--- src/rtl/fetch_seq_pkg.sv ---
// Shared constants and types for the fetch sequencer and its decoder neighbours.
package fetch_seq_pkg;

  localparam int unsigned DefPcW = 12;
  localparam int unsigned DefCntW = 16;
  localparam logic [DefPcW-1:0] DefResetPc = 12'h000;

  typedef enum logic [1:0] {
    StIdle,
    StRun,
    StHalt
  } state_e;

  // Opcodes the decoder matches to raise halt_req / feed the branch-target calculator.
  localparam logic [3:0] OpBr = 4'hC;
  localparam logic [3:0] OpHlt = 4'hF;

endpackage

--- src/rtl/fetch_seq_stage_shift.sv ---
// One pipeline stage shadow: PC plus valid bit with load, hold and clear.
module fetch_seq_stage_shift #(
  parameter int unsigned W = 12
) (
  input  logic         clk_i,
  input  logic         rst_ni,
  input  logic         load_i,
  input  logic         clr_i,
  input  logic [W-1:0] pc_i,
  input  logic         valid_i,
  output logic [W-1:0] pc_o,
  output logic         valid_o
);

  logic [W-1:0] pc_d, pc_q;
  logic         valid_d, valid_q;

  // Clear kills the instruction but keeps the PC; otherwise load or hold.
  always_comb begin
    pc_d    = pc_q;
    valid_d = valid_q;
    if (clr_i) begin
      valid_d = 1'b0;
    end else if (load_i) begin
      pc_d    = pc_i;
      valid_d = valid_i;
    end
  end

  // Stage register.
  always_ff @(posedge clk_i or negedge rst_ni) begin
    if (!rst_ni) begin
      pc_q    <= '0;
      valid_q <= 1'b0;
    end else begin
      pc_q    <= pc_d;
      valid_q <= valid_d;
    end
  end

  assign pc_o    = pc_q;
  assign valid_o = valid_q;

endmodule

--- src/rtl/fetch_seq.sv ---
// Program-counter sequencer: owns the PC, the IF/ID/EX shadows and the run/halt FSM.
module fetch_seq
  import fetch_seq_pkg::*;
#(
  parameter int unsigned      PC_W     = DefPcW,
  parameter logic [PC_W-1:0]  RESET_PC = DefResetPc,
  parameter int unsigned      CNT_W    = DefCntW
) (
  input  logic             clk,
  input  logic             rst_n,
  input  logic             start,
  input  logic             stall,
  input  logic             halt_req,
  input  logic             jflag,
  input  logic [PC_W-1:0]  jdest,
  output logic [PC_W-1:0]  imem_addr,
  output logic             fetch_en,
  output logic             if_valid,
  output logic             id_valid,
  output logic             ex_valid,
  output logic [PC_W-1:0]  ex_pc,
  output logic             flush,
  output logic             halted,
  output logic [CNT_W-1:0] retire_cnt
);

  state_e           state_d, state_q;
  logic [PC_W-1:0]  pc_d, pc_q;
  logic [CNT_W-1:0] retire_cnt_d, retire_cnt_q;
  logic [PC_W-1:0]  if_pc, id_pc;
  logic             if_load, if_clr, id_load, id_clr, ex_load, ex_clr;
  logic             redirect, hlt;

  // Branch/halt requests only count when EX holds a live instruction.
  assign redirect = jflag & ex_valid & ~halt_req;
  assign hlt      = halt_req & ex_valid;

  // Next state, pc mux and stage controls; priority hlt > redirect > stall.
  always_comb begin
    state_d  = state_q;
    pc_d     = pc_q;
    flush    = 1'b0;
    fetch_en = 1'b0;
    if_load  = 1'b0;
    id_load  = 1'b0;
    ex_load  = 1'b0;
    if_clr   = 1'b0;
    id_clr   = 1'b0;
    ex_clr   = 1'b0;
    unique case (state_q)
      StRun: begin
        fetch_en = ~stall | redirect;
        if (hlt) begin
          flush   = 1'b1;
          pc_d    = ex_pc + PC_W'(1);
          if_clr  = 1'b1;
          id_clr  = 1'b1;
          ex_clr  = 1'b1;
          state_d = StHalt;
        end else if (redirect) begin
          flush  = 1'b1;
          pc_d   = jdest;
          if_clr = 1'b1;
          id_clr = 1'b1;
          ex_clr = 1'b1;
        end else if (stall) begin
          ex_clr = 1'b1;
        end else begin
          pc_d    = pc_q + PC_W'(1);
          if_load = 1'b1;
          id_load = 1'b1;
          ex_load = 1'b1;
        end
      end
      StIdle, StHalt: begin
        if_clr = 1'b1;
        id_clr = 1'b1;
        ex_clr = 1'b1;
        if (start) state_d = StRun;
      end
      default: state_d = StIdle;
    endcase
  end

  // Retired instructions are counted as they leave EX.
  always_comb begin
    retire_cnt_d = retire_cnt_q + CNT_W'(ex_valid);
  end

  // State, pc and retire counter registers.
  always_ff @(posedge clk or negedge rst_n) begin
    if (!rst_n) begin
      state_q      <= StIdle;
      pc_q         <= RESET_PC;
      retire_cnt_q <= '0;
    end else begin
      state_q      <= state_d;
      pc_q         <= pc_d;
      retire_cnt_q <= retire_cnt_d;
    end
  end

  fetch_seq_stage_shift #(.W(PC_W)) u_if_stage (
    .clk_i   (clk),
    .rst_ni  (rst_n),
    .load_i  (if_load),
    .clr_i   (if_clr),
    .pc_i    (pc_q),
    .valid_i (1'b1),
    .pc_o    (if_pc),
    .valid_o (if_valid)
  );

  fetch_seq_stage_shift #(.W(PC_W)) u_id_stage (
    .clk_i   (clk),
    .rst_ni  (rst_n),
    .load_i  (id_load),
    .clr_i   (id_clr),
    .pc_i    (if_pc),
    .valid_i (if_valid),
    .pc_o    (id_pc),
    .valid_o (id_valid)
  );

  fetch_seq_stage_shift #(.W(PC_W)) u_ex_stage (
    .clk_i   (clk),
    .rst_ni  (rst_n),
    .load_i  (ex_load),
    .clr_i   (ex_clr),
    .pc_i    (id_pc),
    .valid_i (id_valid),
    .pc_o    (ex_pc),
    .valid_o (ex_valid)
  );

  assign imem_addr  = pc_q;
  assign halted     = (state_q == StHalt);
  assign retire_cnt = retire_cnt_q;

endmodule
--- config.mk ---
export PLATFORM = sky130hd
export DESIGN_NAME = fetch_seq
export DESIGN_NICKNAME = d
export VERILOG_FILES = /design/src/rtl/fetch_seq_pkg.sv /design/src/rtl/fetch_seq_stage_shift.sv /design/src/rtl/fetch_seq.sv
export SDC_FILE = /design/constraint.sdc
export NUM_CORES = 1
export LEC_CHECK = 0
export ABC_AREA = 0
export CAP_MARGIN = 20
export CORE_ASPECT_RATIO = 1.2
export CORE_MARGIN = 5
export CORE_UTILIZATION = 25
export DETAILED_ROUTE_END_ITERATION = 7
export PLACE_DENSITY = 0.42
export SYNTH_ARGS = -nofsm -noshare
export SYNTH_HDL_FRONTEND = slang
export SYNTH_SLANG_ARGS = --single-unit
--- constraint.sdc ---
create_clock -name clk -period 4.8 [get_ports clk]
set_input_delay 0.72 -clock clk [delete_from_list [all_inputs] [get_ports clk]]
set_output_delay 0.72 -clock clk [all_outputs]
set_load 0.01 [all_outputs]
== Word level (Yosys, flattened, before mapping) ==
Index checks and enable logic that the tools add are counted.
Cells by class
  add/subtract/negate cells: 3
  $mul: 0
  div/mod/pow operators: 0
  $lt $le $gt $ge: 0
  eq/ne operators: 5
  shift operators: 0
  muxes and demuxes: 25
  bitwise logic cells: 8
  reduce and logical (&&, ||, !) cells: 8
Operators with widths (number)
  12-bit two-way mux: 3
  12-bit by 1-bit adder with 12-bit output (second input constant): 2
  1-bit two-way mux: 17
  16-bit by 1-bit adder with 16-bit output: 1
  2-bit AND reduction: 4
  2-bit two-way mux: 2
  2-bit != test (second input constant): 2
  1-bit inverter: 4
  1-bit one-hot mux with 2 select lines: 2
  2-bit one-hot mux with 2 select lines: 1
  2-bit nonzero test: 2
  1-bit AND: 3
  3-bit by 1-bit != test with 1-bit output (second input constant): 1
  2-bit by 1-bit == test with 1-bit output (second input constant): 1
  2-bit == test (second input constant): 1
  2-bit zero test: 1
  2-bit OR reduction: 1
  1-bit OR: 1
Storage, ports and cells
  flip-flop bits (word level): 69
  bits in latches: 0
  bits in writable memories: 0
  bits in read-only memories: 0
  input port bits: 18
  output and inout bits: 46
  logic and storage cells: 58
  memories: 0

== Logic depth before layout (Yosys ltp) ==
Gate-level depths: netlist of run 1.
  depth after elaboration: 7
  depth in mapped cells: 7

== Cells and area by module ==
From an unflattened synthesis of run 1, not the netlist that was laid out.
Second synthesis, totals
  cells, all modules: 300
  area total of the unflattened synthesis: 3542.1 um2
By module, submodules not included
  fetch_seq: instances 1, cells an instance 213, area an instance 1905.6 um2, sequential area each 750.7 um2
  fetch_seq_stage_shift: instances 3, cells an instance 29, area an instance 545.5 um2, sequential area each 325.3 um2

== Least setup slack after synthesis of run 1 ==
OpenSTA, ideal clock, no wires.
  kind: in2out
  from: in halt_req
  to: out fetch_en
  data arrival time: 1468 ps
  required time: 4080 ps
  slack: 2612 ps
  stages on the path: 4
  buffers on the path: 2
  cell sequence: buf_6 nand3b_1 buf_4 a21oi_1
Between the ends
  cells in the longest elaborated chain, start to end: 4
Ends and longest elaborated chain
  start: declaration: RTL line fetch_seq.sv:13  | input logic halt_req,
  1-bit inverter: RTL line fetch_seq.sv:35  | assign redirect = jflag & ex_valid & ~halt_req;
  1-bit AND: RTL line fetch_seq.sv:35
  1-bit OR: RTL line fetch_seq.sv:52  | fetch_en = ~stall | redirect;
  1-bit two-way mux: RTL line fetch_seq.sv:50  | unique case (state_q)
  end: declaration: RTL line fetch_seq.sv:17  | output logic fetch_en,
No other way between the ends.

== Worst setup path in the final report of run 1 ==
Ends and elaborated chain as after synthesis.

==> results.cfg, run 1 <==
[die]
start_util = 0.256
die_width_um = 119
num_rows = 47
dieArea_sq_um = 16700
ios = 64
core_sq_um = 13900
die_h_um = 141

[drt]
via_per_inst = 4.60
vias = 2487
wl_mm = 9.04
drc = 0
dr.pass1.iters = 4
drt-initial-drc-count = 116
wire_per_inst_um = 16.7
antenna_left = 0

[hold_path]
hold_path_startpoint = retire_cnt[15]
holdPathStages = 1
min_path_type = flip-flop to flip-flop
worstHoldEndpoint = retire_cnt[15]

[synthesis]
synthFlopType = dfrtp_1
synth_area_sq_um = 3560
yosysTopAreaCell = dfrtp_1
synth.distinct_cells = 54
synth_area_per_cell_sq_um = 11.7
synth_top_area_frac = 0.486
synth_edf_count = 0
yosysMostFrequentCell = dfrtp_1
seq_area_frac_synth = 0.486
synth.area.top_cells = dfrtp_1 (49%), mux2_4 (12%), xor2_1 (3.9%), xnor2_1 (2.5%), nand2_1 (2.4%)
synth_common_cells = dfrtp_1 (69), mux2_4 (28), nand2_1 (23)
ys_seq_elements = 69
synth_nets = 325
yosysWarnings = 0
postSynth.asyncResetShare = 1.00
synth_cells = 303

[placed_design]
placed_cell_area_sq_um = 4280
gp_congestion = 0.763
portBuffers = 63
place_hpwl_mm = 6.44
pre_cts_ws_ns = 1.35

[clock_network]
cts.sinks = 69
root_buffer = clkbuf_16
h-tree-depth = 3
cts_tree = yes
cts_buffers = 9
clkTransAtPathRegs_ns = 0.06
clk-insertion-delay-late_ns = 0.33
cts.path.max_buffers = 2
cts_hold_buf = 0
cts_setup_buffers = 0
ctsResizeCount = 0

[timing]
fin_crit_sh = 0.719
finalSetupTns_ns = 0
skew_ns = 0.00372
tightest_slew_ns = 0.932
max_freq_mhz = 290
slew_headroom = 0.378
finalWorstSetupSlack_ns = 1.35
finalHoldViolations = 0
rsz0062_at_grt = false
finalCriticalPeriod_ns = 3.45
slew_violations = 0
setup_violations = 0

[critical_path]
worst_r2r_startpoint = u_ex_stage.valid_o
timing.reg2reg.worst_path_depth = 4
crit_path_end_kind = output port
cp.required_ns = 4.08
r2r-end = imem_addr[6]
worstSetupPathType = primary input to output port
path_max_fanout = 13
startpoint_type = primary input
rrSetupSlack_ns = 2.66
cp_data_arrival_time_ns = 2.73

[cells_and_area]
area_delta_synth_final_pct = 27.8
drive_gt1_frac = 0.181
layout.nets = 388
n_antenna_cell = 0
num-fill-cells = 1464
fin_area_sq_um = 4540

[global_routing]
antenna_found_initial = 0
grt_remaining_overflow = 0
track_usage = 0.113
grt_pass1_vias = 2533
grt_max_degree = 70
grt_pass1_wl_mm = 14.8

[flow_run]
drv_cap = 0

[power]
ir_drop_mv = 0.138
p_per_area_nw_per_um2 = 545
power_mw = 2.48
total_leakage_power_nw = 1.97

[status]
outcome = complete, no violations
## state kept, by name, indices dropped and copies added (netlist names)
signal              flops
u_id_stage.valid_o      1
imem_addr              12
u_if_stage.pc_o        12
state_q                 2
u_ex_stage.pc_o        12
u_ex_stage.valid_o      1
retire_cnt             16
u_id_stage.pc_o        12
u_if_stage.valid_o      1
## kinds of logic after synthesis
kind of cell | share of synthesized area
AO/OA/AOI/OAI | 0.114
XOR/XNOR | 0.0640
adder cells (fa/ha/maj) | 0.0141
buffers and inverters | 0.0419
flip-flops | 0.486
multiplexers | 0.143
AND/OR/NAND/NOR | 0.137
## report_power, final
group	internal (mW)	switching (mW)
sequential	0.768	0.237
clock	0.357	0.244
combinational	0.522	0.348
## final cells by class
cell class | count | area [sq um] | share of cell area
clock inverters | 5 | 27.5 | 0.00606
multi-input cells | 216 | 1680 | 0.370
well taps | 171 | 214 | 0.0471
flip-flops and latches | 69 | 1730 | 0.380
inverters | 6 | 22.5 | 0.00496
repair buffers | 64 | 633 | 0.139
clock buffers | 10 | 239 | 0.0526
## placed cells by master (no fill, tap or decap), types with 2 or more instances in the layout
cell type and count:
dfrtp_1 69, clkdlybuf4s50_1 62, mux2_4 28, nand2_1 23, nor2_1 18, xor2_1 16, nand3_1 14, o21ai_0 14
a21oi_1 12, xnor2_1 10, clkbuf_16 9, mux2_2 7, inv_1 6, nor3_1 6, nand4_1 5, nor2b_1 4
a211oi_1 4, o22a_1 4, ha_1 4, clkinv_2 4, and4_1 3, o22ai_1 3, and3_1 3, a22o_1 3
a31oi_1 3, and2_1 2, a2111oi_0 2, o32ai_1 2, a22oi_1 2
## per-stage QoR
step	hold slack (ns)	util	cells
finish	0.465	0.327	541
detailed placement	0.470	0.308	526
global route	0.505	0.327	541
CTS	0.478	0.327	541
global placement	0.455	0.308	526
floorplan	0.424	-	303
## worst max-delay path, cell delays in order
cell and delay [ns]:
clkdlybuf4s50_1 0.59, nand3b_1 0.56, a21oi_1 0.30, clkdlybuf4s50_1 0.57
## worst max path at each step
stage | startpoint | endpoint | slack (ns) | cells after the start
finish | halt_req | fetch_en | 1.35 | 4
floorplan | halt_req | fetch_en | 2.61 | 4
detailed placement | halt_req | fetch_en | 1.35 | 4
global route | halt_req | fetch_en | 1.23 | 4
CTS | halt_req | fetch_en | 1.34 | 4
global placement | halt_req | fetch_en | 1.38 | 4
## per-layer routing
| metal | global-route usage | wire, um | up-vias |
|---|---|---|---|
| met2 | 0.170 | 4170 | 45 |
| met4 | 0.0513 | 219 | 0 |
| met3 | 0.0268 | 298 | 12 |
| met1 | 0.154 | 4350 | 1206 |
| li1 | - | - | 1224 |
| met5 | 0 | 0 | - |
Power figures use the tool's default switching activity.
==> run 2, diff against run 1 <==
clock period = 3.2 ns   (was 4.8 ns; I/O delays follow)
==> run 2 against run 1 <==
First-iteration DRC count fell by 10%. Sequential power rose by 50%. Clock power rose by 81%. Critical path depth did not move. Combinational power rose by 50%. Worst setup slack got worse by 0.85 ns. Non-clock buffer count rose by 2. Largest cell class unchanged.
==> results.cfg, run 2 (synthesized netlist as in run 1, its figures left out) <==
[status]
outcome = complete, no violations

[drt]
wl_mm = 9.14
dr.pass1.iters = 4
drt-initial-drc-count = 104
antenna_left = 0
vias = 2538
wire_per_inst_um = 16.8
via_per_inst = 4.67
drc = 0

[cells_and_area]
drive_gt1_frac = 0.188
largest_reg_flops = 16
layout.nets = 390
n_antenna_cell = 0
area_delta_synth_final_pct = 29.8
final_cell_mix = dfrtp_1 (69), clkdlybuf4s50_1 (62), mux2_4 (28)
final_common_cell = dfrtp_1

[timing]
tightest_slew_ns = 0.898
skew_ns = 0.00543
rsz0062_at_grt = false
slew_violations = 0
slew_headroom = 0.401
max_freq_mhz = 370
finalCriticalPeriod_ns = 2.71
finalHoldViolations = 0
setup_violations = 0
finalWorstSetupSlack_ns = 0.494
finalSetupTns_ns = 0
fin_crit_sh = 0.845

[clock_network]
root_buffer = clkbuf_16
cts_setup_buffers = 0
clk-insertion-delay-late_ns = 0.33
cts_hold_buf = 0
ctsResizeCount = 0
clkTransAtPathRegs_ns = 0.06
cts.path.max_buffers = 2
cts_tree = yes
h-tree-depth = 3
cts.sinks = 69
cts_buffers = 9

[global_routing]
top_usage_layer = met2
grt_remaining_overflow = 0
met1_usage = 0.151
grt_pass1_wl_mm = 14.7
gr-usage-met3 = 0.0284
track_usage = 0.113
grt_max_degree = 70
antenna_found_initial = 0
grt_pass1_vias = 2525
grtUsageMet2 = 0.177

[critical_path]
cp_num_buf_inv = 2
worstSetupPathType = primary input to output port
path_max_fanout = 11
cp_data_arrival_time_ns = 2.23
max_stage_delay_ns = 0.58
critical_path.top_delay_family = buffers and inverters
cp_common_cell = clkdlybuf4s50_1
startpoint_type = primary input
crit_path_end_kind = output port
cp.required_ns = 2.72
path_cells = clkdlybuf4s50_1, o21ai_2, nor2_1, clkdlybuf4s50_1
worst_path_max_delay_cell = clkdlybuf4s50_1

[power]
switching_share = 0.324
power_frac_comb = 0.335
p_switching_mw = 1.27
total_leakage_power_nw = 2.00
p_per_area_nw_per_um2 = 847
power.share.clock = 0.278
ir_drop_mv = 0.309
p_int_mw = 2.64
power_frac_seq = 0.386

[die]
start_util = 0.256
num_rows = 47
dieArea_sq_um = 16700
die_width_um = 119
ios = 64
die_h_um = 141
core_sq_um = 13900

[placed_design]
portBuffers = 63
pre_cts_ws_ns = 0.472
place_hpwl_mm = 6.48
gp_congestion = 0.792

[hold_path]
min_path_type = primary input to async pin

[flow_run]
drv_cap = 0
[run 2: cell types whose count changed in the layout (fill, tap and decap cells not counted)]
cell and change:
buf_4 +2, bufinv_16 +2, clkinv_2 -2, clkinv_4 +1
[run 2: final cells by class]
| cell class | count | area [sq um] |
|---|---|---|
| fillers | 1427 | 9260 |
| clock inverters | 6 | 86.3 |
| inverters | 6 | 22.5 |
| repair buffers | 66 | 648 |
| multi-input cells | 216 | 1680 |
| clock buffers | 10 | 239 |
| well taps | 171 | 214 |
| flip-flops and latches | 69 | 1730 |
[run 2: path summary, 6_finish.rpt]
path / from / end / slack, ns / cells after the start
min in group clk: retire_cnt[15] / retire_cnt[15] / 0.46 / 1
max in group asynchronous: rst_n / imem_addr[9] / 2.26 / 2
setup / recovery: jflag / flush / 0.49 / 4
hold reg to reg: retire_cnt[15] / retire_cnt[15] / 0.46 / 1
setup reg to reg: u_ex_stage.valid_o / u_if_stage.pc_o[9] / 1.10 / 4
hold / removal: rst_n / u_if_stage.pc_o[6] / 0.35 / 2
[run 2: power groups by stage]
stage	clock, mW	sequential [mW]	combinational (mW)
2_1_floorplan	0	1.48	0.806
4_1_cts	1.11	1.52	1.34
3_5_place_dp	0	1.53	1.33
3_3_place_gp	0	1.53	1.32
6_report	1.09	1.51	1.31
5_1_grt	1.16	1.57	1.42
[run 2: per-layer routing]
layer	part of all wire	routed length, um
met5	0	0
met4	0.012	109
met3	0.032	292
met2	0.48	4370
met1	0.48	4360
[run 2: per-stage QoR]
step	utilization	hold WS, ns	power (mW)	cell area [sq um]	std cells
5_1_grt	0.333	0.450	4.15	4620	544
2_1_floorplan	-	0.184	2.29	3560	303
3_5_place_dp	0.309	0.459	2.87	4290	528
6_report	0.333	0.350	3.91	4620	544
3_3_place_gp	0.309	0.463	2.85	4290	528
4_1_cts	0.333	0.406	3.97	4620	544
